**src/rtl/y86_seq_controller_if.sv**
```systemverilog
// y86_seq_controller_if: data-memory request/acknowledge bus between the SEQ controller and data memory
interface y86_seq_controller_if;
  logic        mem_req;
  logic        mem_ack;
  logic        mem_err;
  logic [63:0] valM;
  modport master (output mem_req, input mem_ack, mem_err, valM);
  modport slave  (input mem_req, output mem_ack, mem_err, valM);
endinterface

```
**src/rtl/y86_seq_controller.sv**
```systemverilog
// y86_seq_controller: one-stage-per-cycle Y86-64 SEQ sequencer owning pc, status and retire/cycle counters
module y86_seq_controller #(
  parameter logic [63:0] RESET_PC = 64'd0,
  parameter logic [63:0] PC_LIMIT = 64'd128
) (
  input  logic                        clk,
  input  logic                        rst_n,
  input  logic [3:0]                  icode,
  input  logic                        halt,
  input  logic                        invalid_instr,
  input  logic                        dmem,
  input  logic                        cnd,
  input  logic [63:0]                 valC,
  input  logic [63:0]                 valP,
  y86_seq_controller_if.master        bus,
  output logic [63:0]                 pc,
  output logic                        en_f,
  output logic                        en_d,
  output logic                        en_e,
  output logic                        en_m,
  output logic                        en_w,
  output logic [2:0]                  stat,
  output logic [31:0]                 cycle_count,
  output logic [31:0]                 instr_count
);
  localparam logic [2:0] AOK = 3'd1, HLT = 3'd2, ADR = 3'd3, INS = 3'd4;
  typedef enum logic [2:0] {
    S_FETCH, S_DECODE, S_EXECUTE, S_MEMORY, S_WRITEBACK, S_PCUPD, S_HALTED, S_FAULT
  } state_t;
  state_t      state;
  logic [3:0]  icode_q;
  logic        cnd_q;
  logic        mem_req_q;
  logic [63:0] valm_q;
  logic        is_mem;
  logic [63:0] next_pc;
  assign is_mem  = icode_q inside {4'h4, 4'h5, 4'h8, 4'h9, 4'hA, 4'hB};
  assign next_pc = ((icode_q == 4'h7 && cnd_q) || icode_q == 4'h8) ? valC :
                   icode_q == 4'h9 ? valm_q : valP;
  assign en_f = state == S_FETCH;
  assign en_d = state == S_DECODE;
  assign en_e = state == S_EXECUTE;
  assign en_m = state == S_MEMORY;
  assign en_w = state == S_WRITEBACK;
  assign bus.mem_req = mem_req_q;
  always_ff @(posedge clk or negedge rst_n) begin
    if (!rst_n) begin
      state       <= S_FETCH;
      pc          <= RESET_PC;
      stat        <= AOK;
      cycle_count <= '0;
      instr_count <= '0;
      mem_req_q   <= 1'b0;
      cnd_q       <= 1'b0;
      icode_q     <= '0;
      valm_q      <= '0;
    end else begin
      if (state != S_HALTED && state != S_FAULT) cycle_count <= cycle_count + 32'd1;
      case (state)
        S_FETCH: begin
          icode_q <= icode;
          if (pc > PC_LIMIT || dmem) begin
            stat  <= ADR;
            state <= S_FAULT;
          end else if (invalid_instr) begin
            stat  <= INS;
            state <= S_FAULT;
          end else if (halt) begin
            stat  <= HLT;
            state <= S_HALTED;
          end else state <= S_DECODE;
        end
        S_DECODE: state <= S_EXECUTE;
        S_EXECUTE: begin
          cnd_q     <= cnd;
          mem_req_q <= is_mem;
          state     <= S_MEMORY;
        end
        S_MEMORY: begin
          if (!mem_req_q) state <= S_WRITEBACK;
          else if (bus.mem_ack) begin
            mem_req_q <= 1'b0;
            valm_q    <= bus.valM;
            stat      <= bus.mem_err ? ADR : stat;
            state     <= bus.mem_err ? S_FAULT : S_WRITEBACK;
          end
        end
        S_WRITEBACK: state <= S_PCUPD;
        S_PCUPD: begin
          pc          <= next_pc;
          instr_count <= instr_count + 32'd1;
          state       <= S_FETCH;
        end
        default: ;
      endcase
    end
  end
endmodule

```
**src/flat_wrapper.sv**
```systemverilog
// flat-port wrapper written by rule: the top's interface ports become plain ports
module y86_seq_controller_flat 
#(
  parameter logic [63:0] RESET_PC = 64'd0,
  parameter logic [63:0] PC_LIMIT = 64'd128
)
  (clk, rst_n, icode, halt, invalid_instr, dmem, cnd, valC, valP, pc, en_f, en_d, en_e, en_m, en_w, stat, cycle_count, instr_count, bus_mem_req, bus_mem_ack, bus_mem_err, bus_valM);
  y86_seq_controller_if bus_i ();
  input  logic clk;
  input  logic rst_n;
  input  logic [3:0] icode;
  input  logic halt;
  input  logic invalid_instr;
  input  logic dmem;
  input  logic cnd;
  input  logic [63:0] valC;
  input  logic [63:0] valP;
  output logic [63:0] pc;
  output logic en_f;
  output logic en_d;
  output logic en_e;
  output logic en_m;
  output logic en_w;
  output logic [2:0] stat;
  output logic [31:0] cycle_count;
  output logic [31:0] instr_count;
  output wire logic [$bits(bus_i.mem_req)-1:0] bus_mem_req;
  input wire logic [$bits(bus_i.mem_ack)-1:0] bus_mem_ack;
  input wire logic [$bits(bus_i.mem_err)-1:0] bus_mem_err;
  input wire logic [$bits(bus_i.valM)-1:0] bus_valM;
  assign bus_mem_req = bus_i.mem_req;
  assign bus_i.mem_ack = bus_mem_ack;
  assign bus_i.mem_err = bus_mem_err;
  assign bus_i.valM = bus_valM;
  y86_seq_controller #(.RESET_PC(RESET_PC), .PC_LIMIT(PC_LIMIT)) u_core (.clk(clk), .rst_n(rst_n), .icode(icode), .halt(halt), .invalid_instr(invalid_instr), .dmem(dmem), .cnd(cnd), .valC(valC), .valP(valP), .bus(bus_i), .pc(pc), .en_f(en_f), .en_d(en_d), .en_e(en_e), .en_m(en_m), .en_w(en_w), .stat(stat), .cycle_count(cycle_count), .instr_count(instr_count));
endmodule
```
**config.mk**
```make
export PLATFORM = sky130hd
export DESIGN_NAME = y86_seq_controller_flat
export DESIGN_NICKNAME = d
export VERILOG_FILES = /design/src/rtl/y86_seq_controller_if.sv /design/src/rtl/y86_seq_controller.sv /design/src/flat_wrapper.sv
export SDC_FILE = /design/constraint.sdc
export NUM_CORES = 1
export LEC_CHECK = 0
export CAP_MARGIN = 10
export CORE_UTILIZATION = 40
export DETAILED_ROUTE_END_ITERATION = 10
export PLACE_DENSITY = 0.83
export SYNTH_ARGS = -nofsm -noshare
export SYNTH_HDL_FRONTEND = slang
export SYNTH_SLANG_ARGS = --single-unit
```
**constraint.sdc**
```tcl
create_clock -name clk -period 2 [get_ports clk]
set_input_delay 0.5 -clock clk [delete_from_list [all_inputs] [get_ports clk]]
set_output_delay 0.5 -clock clk [all_outputs]
set_load 0.02 [all_outputs]
```
==> impl_metrics.yaml <==
power_and_ir_drop:
  power_frac_seq_pct: 44.3
  power_frac_comb_pct: 9.5
  clockPowerShare_pct: 46.2
  leakagePower_nw: 6.83
  intPower_mw: 7.53
  swShare_pct: 21.5
  power_density_nw_per_um2: 637
  power_mw: 9.60
  netSwitchingPower_mw: 2.06
  ir_drop_mv: 0.431
synth:
  async_reset_ff_share_pct: 100
  ys_ff_latch: 204
  synth.yosys.seq_area_share_pct: 52.3
  synthFlopType: "dfrtp_1"
  synth.cell_area_um2: 9760
  synthCells: 897
  synth_fp_nets: 1103
  syn_avg_cell_area_um2: 10.9
  yosys.cell_types.count: 46
  synth_edf_count: 0
  ys_warn_count: 0
finish:
  drive_gt1_share_pct: 18.0
  syn_to_final_growth_pct: 54.5
  multi_input_area_um2: 4580
  antenna_cells: 0
  fin_nets: 1514
  ff_latch_area_um2: 5110
  utilization_pct: 63.6
  fillers: 1896
grt:
  grt_pass1_wl_um: 46900
  grt_usage_pct: 24.5
  grt_pass1_vias: 8741
  grt_max_degree: 67
  grt.overflow.total: 0
  antenna_found_initial: 1
worst_hold_path:
  hold_class: "reg -> reg"
  hold_start: "u_core.instr_count[31]$_DFFE_PN0P_"
drt:
  vias: 8469
  wl_per_cell_um: 19.0
  routed_wl_um: 31300
  drt-initial-drc-count: 383
  drcViolationCount: 0
  first_pass_iters: 4
  via_per_inst: 5.15
  antenna_left: 0
floorplanning:
  start_util_pct: 41.2
  rows: 56
  core_um2: 23700
  ioPinCount: 341
  die_w_um: 158
  die_area_um2: 25000
  die_h_um: 158
clocking:
  clock-sinks: 204
  clk_latency_ns: 0.50
  root_buffer: "clkbuf_16"
  numCtsBuffers: 23
  clkTransAtPathRegs_ns: 0.06
  clockBufferDepth: 3
  cts_tree: "done"
  htree_num_levels: 1
timing:
  fin_skew_ns: 0.00912
  finalSetupViolations: 3
  final_max_slew_viol_count: 0
  max_freq_mhz: 478
  worst_pin_slew_ns: 0.515
  rsz0062_at_grt: "yes"
  timing.hold.ws_ns: 0.477
  hold_viol: 0
  finalCriticalPeriod_ns: 2.09
  max-slew-margin-rel_pct: 65.6
  tns_ns: -0.105
  layout_worst_path_cycle_share_pct: 105
  worst_slack_ns: -0.0900
place:
  gp_congestion: 0.868
  dp_hpwl_um: 22500
  pre_cts_ws_ns: -0.404
  io_buffers: 340
critical_path:
  worstReg2RegStart: "u_core.pc[32]$_DFFE_PN0P_"
  cp_data_arrival_time_ns: 2.52
  start_kind: "flip-flop"
  crit_chain: "nor4_4 > buf_4 > nand4_1 > or3_4 > or4_1 > o311a_1"
  path_max_fanout: 3
  slowest_delay_ns: 0.48
  path_class: "reg -> reg"
  slowest_stage: "or4_1"
  critPathRequiredTime_ns: 2.43
  cp-startpoint: "u_core.pc[32]$_DFFE_PN0P_"
  critical_path.endpoint_type: "flip-flop"
job:
  max-cap-violations: 0
outcome:
  failed_checks: "setup timing"
  outcome: "finished, violations left"
## area by class of cell
cell class,instances,share of cell area [%]
repair buffers,428,27.6
flip-flops and latches,204,33.9
inverters,6,0.149
well taps,319,2.65
multi-input cells,645,30.4
clock buffers,33,4.53
clock inverters,8,0.780
## path summary, 6_finish.rpt
check | slack (ns) | to | cells past startpoint
setup / recovery | -0.09 | u_core.stat[0]$_DFFE_PN1P_ | 6
hold / removal | 0.48 | u_core.instr_count[31]$_DFFE_PN0P_ | 1
setup reg to reg | -0.09 | u_core.stat[0]$_DFFE_PN1P_ | 6
hold reg to reg | 0.48 | u_core.instr_count[31]$_DFFE_PN0P_ | 1
max in group asynchronous | 0.81 | u_core.valm_q[40]$_DFFE_PN0P_ | 3
min in group asynchronous | 0.55 | u_core.instr_count[20]$_DFFE_PN0P_ | 2
## power groups by stage
stage	combinational, mW	clock, mW	sequential, mW
5_1_grt	0.983	4.67	4.25
2_1_floorplan	0.273	0	4.30
6_report	0.909	4.44	4.25
3_3_place_gp	0.853	0	4.32
3_5_place_dp	0.875	0	4.32
4_1_cts	0.898	4.51	4.25
## cell usage after synthesis, types with 2 or more instances
master | n | area share (%)
a21oi_1 | 66 | 3.4
a31oi_1 | 3 | 0.19
and2_1 | 2 | 0.13
and3_1 | 16 | 1.0
and4_1 | 4 | 0.36
buf_2 | 16 | 0.82
buf_4 | 6 | 0.46
buf_6 | 6 | 0.69
clkbuf_1 | 15 | 0.58
dfrtp_1 | 203 | 52
ha_1 | 2 | 0.26
inv_1 | 5 | 0.19
mux2_2 | 6 | 0.69
mux2_4 | 60 | 9.2
mux2i_1 | 64 | 6.6
nand2_1 | 113 | 4.3
nand2b_1 | 4 | 0.26
nand3_1 | 28 | 1.4
nand4_1 | 15 | 0.96
nor2_1 | 86 | 3.3
nor3_1 | 7 | 0.36
nor4_1 | 16 | 1.0
nor4_4 | 2 | 0.44
o21ai_0 | 68 | 3.5
o311a_1 | 2 | 0.21
or2_2 | 2 | 0.13
xnor2_1 | 53 | 4.8
xor2_1 | 9 | 0.81
## critical path, delay by kind of cell, from the launching register on
family                 cells  cell delay [ns]
AOI/OAI and AO/OA          1             0.12
buffers and inverters      1             0.14
DFF                        1             0.41
and+or+nand+nor            4             1.35
## cells in the final DEF (no fill, tap or decap), types with 3 or more instances in the layout
master,n
dfrtp_1,200
nor2_1,81
and3_1,16
a21oi_1,63
a31oi_1,3
buf_12,15
clkbuf_8,8
nor2_4,3
mux2i_1,62
nand4_1,15
mux2_2,6
mux2_4,60
dlygate4sd2_1,132
nor4_2,3
clkbuf_1,3
buf_6,7
dfrtp_2,3
clkbuf_16,24
o21ai_0,66
buf_4,67
clkinv_2,4
bufinv_16,3
a21oi_2,3
and4_1,4
xor2_1,9
nand3_1,27
nor4_4,6
nor4_1,10
nor3_1,6
xnor2_1,53
inv_1,4
nand2_1,112
clkdlybuf4s50_1,202
## cells by family after synthesis
logic type | count (synthesis) | share of synthesized area, %
fa+ha+maj | 2 | 0.256
flops | 204 | 52.3
mux | 130 | 16.5
xor+xnor | 62 | 5.57
compound gates | 144 | 7.67
buf+inv | 49 | 2.78
simple gates | 306 | 14.9
## flip-flops by register name, indices dropped and copies added, names as in the netlist
signal and cells:
u_core.state 3, u_core.stat 3, u_core.cycle_count 32, u_core.icode_q 4, u_core.pc 64, u_core.valm_q 64, u_core.bus.mem_req 1, u_core.cnd_q 1
u_core.instr_count 32
## metal layers
metal / GRT usage, % / part of all wire [%] / routed length, um / vias up
met1: 28.5 / 39 / 12200 / 4106
li1: - / - / - / 3954
met2: 43.1 / 50 / 15700 / 332
met3: 5.86 / 7.2 / 2270 / 75
met4: 9.89 / 3.5 / 1100 / 2
met5: 0 / 0.038 / 12 / -
## metrics by stage
step                      cells  cell area, um2
after floorplan             897            9760
after global placement     1583           14000
after detailed placement   1583           14000
after CTS                  1632           14800
after global routing       1643           15100
final                      1643           15100
## repair_timing
action / 4_1_cts / 5_1_grt
cloned: 3 / 1
gates resized for setup: 173 / 30
setup buffers: 4 / 10
endpoints found under the hold margin: 43 / 0
hold buffers: 1 / 0
setup endpoints to repair: 156 / 50
pin swaps: 1 / 13
Power figures use the tool's default switching activity.
==> variant 1, RTL diff (config.mk and constraints unchanged) <==
Re-encode `state_t` (8 states) as one-hot, 8 bits wide.
--- a/src/rtl/y86_seq_controller.sv
+++ b/src/rtl/y86_seq_controller.sv
@@ -25,6 +25,6 @@
 );
   localparam logic [2:0] AOK = 3'd1, HLT = 3'd2, ADR = 3'd3, INS = 3'd4;
-  typedef enum logic [2:0] {
-    S_FETCH, S_DECODE, S_EXECUTE, S_MEMORY, S_WRITEBACK, S_PCUPD, S_HALTED, S_FAULT
+  typedef enum logic [7:0] {
+    S_FETCH = 8'b00000001, S_DECODE = 8'b00000010, S_EXECUTE = 8'b00000100, S_MEMORY = 8'b00001000, S_WRITEBACK = 8'b00010000, S_PCUPD = 8'b00100000, S_HALTED = 8'b01000000, S_FAULT = 8'b10000000
   } state_t;
   state_t      state;
Formal check against the unedited RTL: same outputs for any inputs over 10 cycles, from zero or initial values and one cycle with rst_n low; not proved beyond that.
==> variant 1 against the unedited design <==
- via count increased by 8.7%
- the run still ends with setup timing left
- routed wire length increased by 11%
- sequential cell count increased by 5
- die area increased by 1.5%
- cell area increased by 6.9%
- synthesized area increased by 1.5%
- worst setup slack got worse by 0.53 ns
- non-clock buffer count increased by 26
- power increased by 2.8%
==> variant 1: results <==
{
  "synth.distinct_cells": 59,
  "drt_iter0_drc": 459,
  "post_dp_cell_area_um2": 14200,
  "clkTransAtPathRegs_ns": 0.07,
  "clkLatencyLatePin_ns": 0.52,
  "worstMarginPinSlew_ns": 0.478,
  "synth_xor_area_share_pct": 5.75,
  "cts_max_path_buffers": 3,
  "grt_max_degree": 48,
  "synthAdderAreaFrac_pct": 0.253,
  "slowest_delay_ns": 0.48,
  "grt_pass1_vias": 9478,
  "cp-startpoint": "u_core.state[6]",
  "synthCells": 939,
  "hp-class": "reg2reg",
  "drtPass1Iterations": 5,
  "synthTopCellsByArea": "dfrtp_1 52%, mux2_2 7.6%, mux2i_1 6.5%, xnor2_1 4.5%, nand2_1 4.1%",
  "dp_hpwl_mm": 21.7,
  "synthTopCellsByCount": "207 x dfrtp_1, 109 x nand2_1, 85 x nor2_1, 68 x o21ai_0, 67 x mux2_2",
  "synth_mux_area_share_pct": 14.1,
  "wirelength_mm": 34.7,
  "regToRegSetupSlack_ns": -0.45,
  "vias": 9206,
  "worstPathMaxFanout": 2,
  "synth_compound_area_share_pct": 8.57,
  "ys_seq_area_share_pct": 52.8,
  "cts_max_level": 1,
  "finClkSkew_ns": 0.0221,
  "fillers": 1856,
  "violations": "setup timing",
  "power.leakage_nw": 7.35,
  "grt_pass1_wl_mm": 50.9,
  "layout-drive-gt1-share_pct": 23.2,
  "outcome": "complete, but fails checks",
  "antenna_found_initial": 2,
  "timing.hold.ws_ns": 0.467,
  "ys_warn_count": 0,
  "setup_violations": 110,
  "pre_cts_ws_ns": -0.289,
  "setup_tns_ns": -7.15,
  "arrival_ns": 2.12,
  "grt_util_all_layers_pct": 25.4,
  "critical_path.endpoint": "en_f",
  "placed_cells": 1611,
  "cts_buffers": 24,
  "synthArstFlopShare_pct": 100,
  "post_drt_via_cell_ratio": 5.39,
  "syn_nets": 1145,
  "finalWorstSetupSlack_ns": -0.624,
  "r2r-end": "u_core.state[7]",
  "cts-root-buf": "clkbuf_16",
  "gp_congestion": 0.867,
  "r2r_cells": 10,
  "slowest_stage": "or4_4",
  "min_delay_path_depth": 1,
  "ir_worst_vdd_uv": 618
}
==> variant 1: changes by cell type in the layout (fill, tap and decap cells not counted), sizes merged, moves of 4 or more <==
| cell | unedited run | this run |
|---|---|---|
| clkinvlp | 1 | 6 |
| dfrtp | 203 | 207 |
| clkbuf | 35 | 39 |
| nand2 | 113 | 109 |
| and4 | 4 | 12 |
| xor2 | 9 | 14 |
| inv | 6 | 10 |
| buf | 91 | 108 |
==> variant 1: metal layers <==
metal	share of wire [%]	vias to the layer above	track usage, %
li1	-	4168	-
met1	38	4536	30.4
met2	51	411	45.0
met3	7.0	87	5.52
met4	3.3	4	8.87
met5	0.078	-	0
==> variant 1: cell families (layout without fill, tap and decap cells) <==
kind of cell,Yosys count,after routing
flip-flops,209,209
buffers and inverters,65,507
multiplexers,131,131
adder cells (fa/ha/maj),2,2
XOR/XNOR,65,65
AND/OR/NAND/NOR,312,313
AO/OA/AOI/OAI,155,156
==> variant 1: final cells by class <==
class                           instances  area [um2]  share of cell area, %
Timing Repair Buffer                  454        4780                   29.7
Clock buffer                           29         661                   4.10
Inverter                                9        41.3                  0.256
Sequential cell                       209        5240                   32.5
Multi-Input combinational cell        667        4750                   29.5
Tap cell                              324         405                   2.52
Clock inverter                         15         246                   1.53
==> variant 1: power by group <==
group          internal [mW]  switching (mW)  total (mW)
Sequential              4.23               0        4.23
Combinational          0.419           0.221       0.640
Clock                   3.14            1.85        5.00
==> variant 1: worst max-delay path, delay by kind of cell, from the launching register on <==
kind,cells,cell delay [ns]
simple gates,2,0.87
buf+inv,3,0.32
flops,1,0.40
==> variant 1: timing repair <==
action                                  in CTS  in global routing
buffers inserted                            17                 13
endpoints found under the setup margin     303                152
gates cloned                                 9                 14
resized for setup                          228                 88
pin swaps                                   12                 18
hold endpoints to repair                    42                  0
hold buffers                                 1                  0
==> variant 2, RTL diff (same settings) <==
Made on the original files. `PC_LIMIT` is set to 64'd128 in 2 places; all go to 64'd64.
--- a/src/rtl/y86_seq_controller.sv
+++ b/src/rtl/y86_seq_controller.sv
@@ -2,5 +2,5 @@
 module y86_seq_controller #(
   parameter logic [63:0] RESET_PC = 64'd0,
-  parameter logic [63:0] PC_LIMIT = 64'd128
+  parameter logic [63:0] PC_LIMIT = 64'd64
 ) (
   input  logic                        clk,
--- a/src/flat_wrapper.sv
+++ b/src/flat_wrapper.sv
@@ -3,5 +3,5 @@
 #(
   parameter logic [63:0] RESET_PC = 64'd0,
-  parameter logic [63:0] PC_LIMIT = 64'd128
+  parameter logic [63:0] PC_LIMIT = 64'd64
 )
   (clk, rst_n, icode, halt, invalid_instr, dmem, cnd, valC, valP, pc, en_f, en_d, en_e, en_m, en_w, stat, cycle_count, instr_count, bus_mem_req, bus_mem_ack, bus_mem_err, bus_valM);
Behaviour: not the same (Yosys sat finds a counterexample within 10 cycles, from zero or initial values and one cycle with rst_n low).
==> variant 2 against the unedited design <==
- the run still ends with setup timing left
- cell count fell by 0.97%
- worst setup slack improved by 0.080 ns
- sequential cell count is the same
- synthesized cell count is 0.56% lower
- power shrank 3.1%
- routed wire length shrank 2.3%
- synthesized area down 0.87%
- global-route usage decreased by 0.52 points
- cell area is 2.7% lower
- via count shrank 1.7%
- worst hold slack got worse by 0.0065 ns
- core utilization shrank 1.5 points
- fmax up 4.0%
==> variant 2: results <==
{
  "p_switching_mw": 2.28,
  "avgSynthCellArea_um2": 10.8,
  "synthArstFlopShare_pct": 100,
  "slowest_stage": "a2111oi_4",
  "clkTransAtPathRegs_ns": 0.06,
  "wl_per_cell_um": 18.8,
  "synth.distinct_cells": 49,
  "pre_cts_ws_ns": -0.338,
  "post_drt_via_cell_ratio": 5.12,
  "setup_violations": 2,
  "drtPass1Iterations": 5,
  "hp-class": "in2async",
  "grt_max_degree": 71,
  "antenna_found_initial": 3,
  "arrival_ns": 2.38,
  "dp_hpwl_mm": 22.2,
  "power.leakage_nw": 6.92,
  "cts_max_level": 1,
  "placed_cells": 1563,
  "setup_tns_ns": -0.0137,
  "grt_pass1_wl_mm": 45.8,
  "finClkSkew_ns": 0.00928,
  "worstPathMaxFanout": 4,
  "synthTopCellsByArea": "dfrtp_1 53%, mux2_2 8.2%, mux2i_1 6.6%, xnor2_1 4.2%, nand2_1 3.9%",
  "ys_seq_area_share_pct": 52.8,
  "layout-drive-gt1-share_pct": 17.5,
  "finalWorstSetupSlack_ns": -0.0104,
  "syn_nets": 1098,
  "nNetsFinal": 1495,
  "grt_util_all_layers_pct": 24.0,
  "grt_pass1_vias": 8563,
  "gp_congestion": 0.848,
  "post_dp_cell_area_um2": 13800,
  "ir_worst_vdd_uv": 531,
  "synthTopCellsByCount": "203 x dfrtp_1, 101 x nand2_1, 87 x nor2_1, 70 x a21oi_1, 70 x mux2_2",
  "outcome": "complete, but fails checks",
  "violations": "setup timing",
  "slowest_delay_ns": 0.45,
  "drt_iter0_drc": 378,
  "vias": 8326,
  "fillers": 1933,
  "worstMarginPinSlew_ns": 0.649
}
## variant 2: cell types whose count changed after synthesis, sizes merged, moves of 5 or more
| cell | unedited run | this run |
|---|---|---|
| nand3 | 28 | 17 |
| xor2 | 9 | 16 |
| nand4 | 15 | 23 |
| nand2 | 113 | 101 |
| xnor2 | 53 | 46 |
| and3 | 16 | 11 |
## variant 2: kinds of logic after synthesis
kind of cell	after synthesis	synth area share (%)
flops	204	52.8
xor+xnor	62	5.62
compound gates	147	8.19
mux	134	14.8
fa+ha+maj	2	0.259
simple gates	291	14.9
buf+inv	52	3.49
## variant 2: power by group through the flow
stage | Sequential (mW) | Combinational, mW | Clock (mW)
4_1_cts | 4.27 | 1.09 | 3.99
3_5_place_dp | 4.34 | 1.11 | 0
2_1_floorplan | 4.41 | 0.258 | 0
5_1_grt | 4.27 | 1.21 | 4.15
3_3_place_gp | 4.33 | 1.09 | 0
6_report | 4.27 | 1.12 | 3.91
## variant 2: worst register-to-register path, stage by stage, from the launching register on
cell	delay, ns
dfrtp_1	0.38
nor4_1	0.39
nand4_1	0.27
a2111oi_4	0.45
and3_4	0.28
a41oi_2	0.11
## variant 2: worst paths after layout
check | startpoint | endpoint | slack (ns) | cells past startpoint
setup / recovery | u_core.pc[31] | u_core.state[0] | -0.01 | 5
hold / removal | rst_n | u_core.cycle_count[21] | 0.47 | 2
setup reg to reg | u_core.pc[31] | u_core.state[0] | -0.01 | 5
hold reg to reg | u_core.cycle_count[31] | u_core.cycle_count[31] | 0.48 | 1
max in group asynchronous | rst_n | u_core.pc[19] | 0.93 | 3
min in group clk | u_core.cycle_count[31] | u_core.cycle_count[31] | 0.48 | 1
## variant 2: routing by layer
layer | GRT usage (%) | part of all wire (%) | vias up
li1 | - | - | 3930
met1 | 27.5 | 38 | 4028
met2 | 42.4 | 50 | 312
met3 | 7.08 | 8.5 | 56
met4 | 7.91 | 3.0 | 0
met5 | 0 | 0 | -
## variant 2: layout make-up
type / instances / area (um2) / share of cell area, %
Antenna cell: 3 / 7.51 / 0.0512
Timing Repair Buffer: 416 / 4070 / 27.7
Tap cell: 319 / 399 / 2.72
Clock inverter: 13 / 78.8 / 0.537
Multi-Input combinational cell: 637 / 4360 / 29.8
Inverter: 7 / 26.3 / 0.179
Clock buffer: 28 / 614 / 4.19
Sequential cell: 204 / 5110 / 34.8
## variant 2: repair_timing
| item | in CTS | in global routing |
|---|---|---|
| setup buffers | 0 | 14 |
| gates cloned | 2 | 3 |
| pin swaps | 0 | 3 |
| gates resized for setup | 161 | 22 |
| hold buffers | 1 | 0 |
| hold endpoints to repair | 23 | 0 |
| setup endpoints to repair | 141 | 33 |
